==> src/rtl/field_merge_scheduler.sv <==
// Output-side field scheduler: grants the output FIFO to the varint or raw
// stream one whole field at a time, always choosing the lowest field index.
module field_merge_scheduler #(
  parameter int INDEX_W = 10,
  parameter int DATA_W  = 8,
  parameter int CNT_W   = 16
) (
  input  logic               clock_clk,
  input  logic               reset_reset_n,
  input  logic               varint_valid,
  input  logic [DATA_W-1:0]  varint_data,
  input  logic [INDEX_W-1:0] varint_index,
  input  logic               varint_last,
  output logic               varint_pop,
  input  logic               raw_valid,
  input  logic [DATA_W-1:0]  raw_data,
  input  logic [INDEX_W-1:0] raw_index,
  input  logic               raw_last,
  output logic               raw_pop,
  input  logic               out_fifo_full,
  output logic               out_fifo_push,
  output logic [DATA_W-1:0]  out_fifo_data,
  input  logic               flush,
  output logic               busy,
  output logic [CNT_W-1:0]   field_count,
  output logic               index_err
);

  typedef enum logic [1:0] {
    IDLE,
    ARB,
    GRANT_V,
    GRANT_R
  } state_t;

  state_t             state_q, state_d;
  logic [INDEX_W-1:0] cur_index_q, cur_index_d;
  logic [CNT_W-1:0]   field_count_q;
  logic               index_err_q;
  logic               v_win;
  logic               v_xfer, r_xfer;
  logic               field_done;
  logic               xfer_bad;

  // Ties on index go to the varint stream.
  assign v_win = varint_valid &
                 (~raw_valid | (varint_index <= raw_index));

  always_comb begin
    state_d     = state_q;
    cur_index_d = cur_index_q;
    v_xfer      = 1'b0;
    r_xfer      = 1'b0;
    unique case (state_q)
      IDLE: begin
        if (varint_valid | raw_valid)
          state_d = ARB;
      end
      ARB: begin
        if (v_win) begin
          state_d     = GRANT_V;
          cur_index_d = varint_index;
        end else if (raw_valid) begin
          state_d     = GRANT_R;
          cur_index_d = raw_index;
        end else begin
          state_d = IDLE;
        end
      end
      GRANT_V: begin
        v_xfer = varint_valid & ~out_fifo_full & ~flush;
        if (v_xfer & varint_last)
          state_d = IDLE;
      end
      GRANT_R: begin
        r_xfer = raw_valid & ~out_fifo_full & ~flush;
        if (r_xfer & raw_last)
          state_d = IDLE;
      end
      default: state_d = IDLE;
    endcase
    if (flush)
      state_d = IDLE;
  end

  assign field_done = (v_xfer & varint_last) |
                      (r_xfer & raw_last);
  assign xfer_bad   = (v_xfer & (varint_index != cur_index_q)) |
                      (r_xfer & (raw_index != cur_index_q));

  always_ff @(posedge clock_clk or negedge reset_reset_n) begin
    if (!reset_reset_n) begin
      state_q       <= IDLE;
      cur_index_q   <= '0;
      field_count_q <= '0;
      index_err_q   <= 1'b0;
    end else if (flush) begin
      state_q       <= IDLE;
      field_count_q <= '0;
      index_err_q   <= 1'b0;
    end else begin
      state_q     <= state_d;
      cur_index_q <= cur_index_d;
      if (field_done)
        field_count_q <= field_count_q + 1'b1;
      if (xfer_bad)
        index_err_q <= 1'b1;
    end
  end

  always_comb begin
    out_fifo_data = '0;
    unique case (1'b1)
      (state_q == GRANT_V): out_fifo_data = varint_data;
      (state_q == GRANT_R): out_fifo_data = raw_data;
      default:              out_fifo_data = '0;
    endcase
  end

  assign varint_pop    = v_xfer;
  assign raw_pop       = r_xfer;
  assign out_fifo_push = v_xfer | r_xfer;
  assign busy          = (state_q == GRANT_V) |
                         (state_q == GRANT_R);
  assign field_count   = field_count_q;
  assign index_err     = index_err_q;

endmodule

==> config.mk <==
export PLATFORM = sky130hd
export DESIGN_NAME = field_merge_scheduler
export DESIGN_NICKNAME = d
export VERILOG_FILES = /design/src/rtl/field_merge_scheduler.sv
export SDC_FILE = /design/constraint.sdc
export NUM_CORES = 1
export LEC_CHECK = 0
export ABC_AREA = 1
export CAP_MARGIN = 10
export CELL_PAD_IN_SITES_DETAIL_PLACEMENT = 0
export CELL_PAD_IN_SITES_GLOBAL_PLACEMENT = 1
export CORE_MARGIN = 5
export CORE_UTILIZATION = 32
export DETAILED_ROUTE_END_ITERATION = 10
export GPL_TIMING_DRIVEN = 0
export PLACE_DENSITY_LB_ADDON = 0.2
export SLEW_MARGIN = 20
export SYNTH_ARGS = -nofsm -noshare
export SYNTH_HDL_FRONTEND = slang
export SYNTH_SLANG_ARGS = --single-unit
==> constraint.sdc <==
create_clock -name clock_clk -period 1.85 [get_ports clock_clk]
set_input_delay 0.2775 -clock clock_clk [delete_from_list [all_inputs] [get_ports clock_clk]]
set_output_delay 0.2775 -clock clock_clk [all_outputs]
set_load 0.02 [all_outputs]
**Yosys cells after proc, flatten, opt, wreduce, memory -nomap -nowiden**

Cells that the tools add are included.

- Reductions and logical operators: 6
- Multipliers: 0
- Multiplexer cells: 16
- Magnitude comparators: 1
- Bitwise logic cells: 20
- Shifts and indexed selects: 0
- Add/sub/neg operators: 1
- Divide/modulo/power cells: 0
- Eq/ne operators: 8

Operators with widths:

| kind | number |
|---|---|
| two-way mux 16 bit | 2 |
| two-way mux 10 bit | 2 |
| != test 10 bit | 2 |
| adder 16 x 1 -> 16 bit, second input constant | 1 |
| one-hot mux 8 bit (2 select lines) | 1 |
| two-way mux 2 bit | 6 |
| bitwise AND 1 bit | 11 |
| less-or-equal comparator 10 bit | 1 |
| != test 3 bit, second input constant | 3 |
| one-hot mux 2 bit (4 select lines) | 1 |
| OR 1 bit | 6 |
| AND reduction 3 bit | 2 |
| nonzero test 2 bit | 3 |
| equality test 2 bit, second input constant | 2 |
| two-way mux 1 bit | 4 |
| inverter 1 bit | 3 |
| equality test 2 x 1 -> 1 bit, second input constant | 1 |
| zero test 2 bit | 1 |

- Bits of input ports: 44
- Bits in writable memories: 0
- Register bits: 29
- Memory bits (read-only): 0
- Bits in latches: 0
- Memories kept: 0

**Longest topological paths before layout**

- Word-level depth: 8
- Depth in mapped cells: 15
- Gate-level depth less buffers: 14

**Worst setup path before layout**

OpenSTA, ideal clock, no wires.

- Path type: flip-flop to flip-flop
- Start point: register field_count_q[0] (netlist: field_count[0])
- End point: register field_count_q[12] (netlist: field_count[12])
- Arrival time: 1.409 ns
- Cell stages (with the launch flop): 7
- Setup slack: 0.314 ns
- Library setup time: 0.126 ns
- Cell sequence: dfrtp_1 ha_1 nand3_1 nand3b_1 or2_0 nand4_1 o21ai_0

- Word-level cells in the longest chain between the ends: 3

RTL lines:

| element | line | RTL |
|---|---|---|
| from (decl) | 38 | `logic [CNT_W-1:0] field_count_q;` |
| from (signal assigned) | 105 | `field_count_q <= field_count_q + 1'b1;` |
| adder 16 x 1 -> 16 bit | 105 |  |
| two-way mux 16 bit | 104 | `if (field_done)` |
| two-way mux 16 bit | 97 | `end else if (flush) begin` |

Every way passes these cells. The select of a mux whose other input is x is not followed.
A chain may end at the register's enable or synchronous reset.

**Final worst setup path**

- Start point: register state_q[1]
- End point: output port out_fifo_data[3]

- Word-level cells in the longest chain between the ends: 2
- Elaborated cells between the ends (all ways): 3
- Those cells by class: eq/ne (2); mux (1)

RTL lines:

| element | line | RTL |
|---|---|---|
| from (decl) | 36 | `state_t state_q, state_d;` |
| from (signal assigned) | 102 | `state_q <= state_d;` |
| equality test 2 bit (on tied branches) | 115, 114 |  |
| one-hot mux 8 bit (2 select lines) (*) | 113 | `unique case (1'b1)` |
| to (decl) | 22 | `output logic [DATA_W-1:0] out_fifo_data,` |

Mark *: on every way between the ends. The rest lies on a longest branch, timed or not.

==> metrics.csv <==
metric,value,unit
synthesized instance count,348,
crit path max fanout,10,
fmax,568,MHz
CP Capture Type,output port,
crit path DAT,1480,ps
max_cap viols,0,
DR iter-0 viols,111,
post-layout utilization of the core,48.1,%
total core area,7180,um2
path type of the worst setup path,reg2out,
Routed Antenna Nets,0,
Yosys warnings,0,
Area growth syn-to-layout,47.8,%
syn nets,403,
post-route insts no fill,529,
leading area contributor after synthesis,dfrtp_1,
hold buffers post-CTS,0,
HP Class,in2async,
Longest Clk Path Bufs,2,
CTS tree,done,
via density per instance,4.67,
Nets,484,
final period utilization,95.2,%
first-pass GRT wire length,11800,um
effective utilization at floorplan,32.5,%
DP Worst Slack,-481,ps
dpl hpwl,5540,um
post-synth top area share,31.1,%
first drt pass iteration count,4,
"commonest non-fill, non-tap cell in the layout",nand2_1,
post-route clock skew,7.66,ps
gr usage total,16.4,%
clock-pin slew on the worst setup and hold paths,70,ps
Final min period,1760,ps
Mapped Area,2330,um2
Cell Pwr Density,718,nW/um2
Die Area,9100,um2
vias in the first global route,2487,
fin worst setup slack,89.3,ps
IO Pins,73,
htree depth,2,
worst-margin pin slew,673,ps
largest net degree at the start of global routing,30,
Routability Congestion,0.864,
Worst EP required,1570,ps
Die Height,95.4,um
"commonest cells after routing, fill and taps aside","nand2_1 (92), inv_1 (45), clkdlybuf4s50_1 (43)",
share of cells above drive strength 1,13.0,%
Diodes inserted,0,
Syn Area/Cell,6.71,um2
run status,"complete, no violations",
Port Buffers,72,
count of final max-slew check failures,0,
initial antenna violation count,0,
Die X,95.4,um
slew margin rel.,55.1,%
TritonCTS Buffers,5,
Cell variety after synth,32,
worst skew pair latency,280,ps
Leakage,1.74,nW
total gr overflow,0,
Critical Path Start Type,register,
final setup fails,0,
fillcell total,747,
Placed Cells incl. Taps,519,
worst vdd ir,0.000386,V
num rows,31,
Final Hold Fails,0,
wire per inst,13.5,um
clk sinks,29,
DR DRC count,0,
RSZ-0062 raised after global routing,yes,
WL final,7160,um
routed via count,2468,
CTS root buf,clkbuf_8,
Area contributors post-synth,"dfrtp_1 (31%), nand2_1 (16%), inv_1 (8.0%), nand3_1 (7.1%), ha_1 (5.9%)",
sequential share of the synthesized area,31.1,%
"flops & latches, synth",29,
power breakdown:
group	leakage, nW	switching, mW	internal [mW]
Clock	0.0681	0.263	0.535
Sequential	0.386	0.138	0.754
Combinational	1.28	0.426	0.361
repair_timing:
action / in CTS / in global routing
cloned: 1 / 0
setup endpoints to repair: 21 / 22
gates resized for setup: 40 / 25
buffers inserted: 0 / 1
pin swaps: 2 / 8
state kept, by name, summed over array words and instances (netlist names):
| register | count |
|---|---|
| state_q | 2 |
| field_count | 16 |
| cur_index_q | 10 |
| index_err | 1 |
cells in the mapped netlist:
cell type and instances:
a21oi_1 7, a21oi_2 1, a22o_1 8, and3_1 1, buf_2 3, buf_4 1, clkbuf_1 4, clkinv_1 3
dfrtp_1 29, ha_1 11, inv_1 50, inv_2 1, inv_4 1, nand2_1 99, nand2_2 4, nand2_4 1
nand3_1 33, nand3_2 1, nand3b_1 6, nand4_1 9, nor2_1 22, nor2_2 5, nor2_4 3, nor3_1 6
nor3_2 1, nor3b_1 1, o21ai_0 23, o21ai_1 2, o22ai_1 1, or2_0 1, xnor2_1 6, xor2_1 4
critical path: stages (launching register included):
cell and delay, ps:
dfrtp_2 470, nand2_4 110, clkinv_4 90, a22o_1 210, dlygate4sd2_1 320
kinds of logic after synthesis:
group	synth area share [%]
adders and majority gates	5.89
xor gates and xnor gates	3.75
DFF	31.1
and+or+nand+nor	38.2
buffers and inverters	10.6
AOI/OAI and AO/OA	10.5
metrics by stage:
stage                     hold WS, ps  power [mW]  TNS, ps  cell area [um2]
after floorplan                 -18.1        1.36        0             2330
after global placement            465        1.66   -12150             3180
after detailed placement          365        1.66    -8120             3170
after CTS                        58.4        2.48        0             3360
after global routing             94.8        2.64    -32.1             3450
final                            26.9        2.48        0             3450
per-layer routing:
| layer | routed length [um] | vias up | track usage [%] |
|---|---|---|---|
| met3 | 504 | 2 | 4.03 |
| met4 | 23 | 0 | 3.08 |
| met1 | 3440 | 1120 | 22.3 |
| met5 | 0 | - | 0 |
| met2 | 3190 | 64 | 26.6 |
| li1 | - | 1282 | - |
final cells by class:
cell class                      instances  area (um2)  area share (%)
Clock inverter                          3        65.1            1.89
Clock buffer                            5        68.8            1.99
Buffer                                  8        50.0            1.45
Timing Repair Buffer                   74         743            21.5
Multi-Input combinational cell        256        1460            42.2
Inverter                               55         216            6.27
Sequential cell                        29         727            21.1
Tap cell                               99         124            3.59
final timing paths:
kind,start,to,slack (ps),depth (start not counted)
worst min-delay path,reset_reset_n,cur_index_q[2]$_DFFE_PN0P_,30,1
worst min register to register,cur_index_q[5]$_DFFE_PN0P_,cur_index_q[5]$_DFFE_PN0P_,470,2
min in group clock_clk,raw_index[4],cur_index_q[4]$_DFFE_PN0P_,360,5
worst max-delay path,state_q[1]$_DFFE_PN0P_,out_fifo_data[3],90,4
max in group asynchronous,reset_reset_n,state_q[1]$_DFFE_PN0P_,1350,1
worst max register to register,field_count[2]$_DFFE_PN0P_,field_count[13]$_DFFE_PN0P_,240,9
Note: power is estimated with default switching activity, not from simulation.
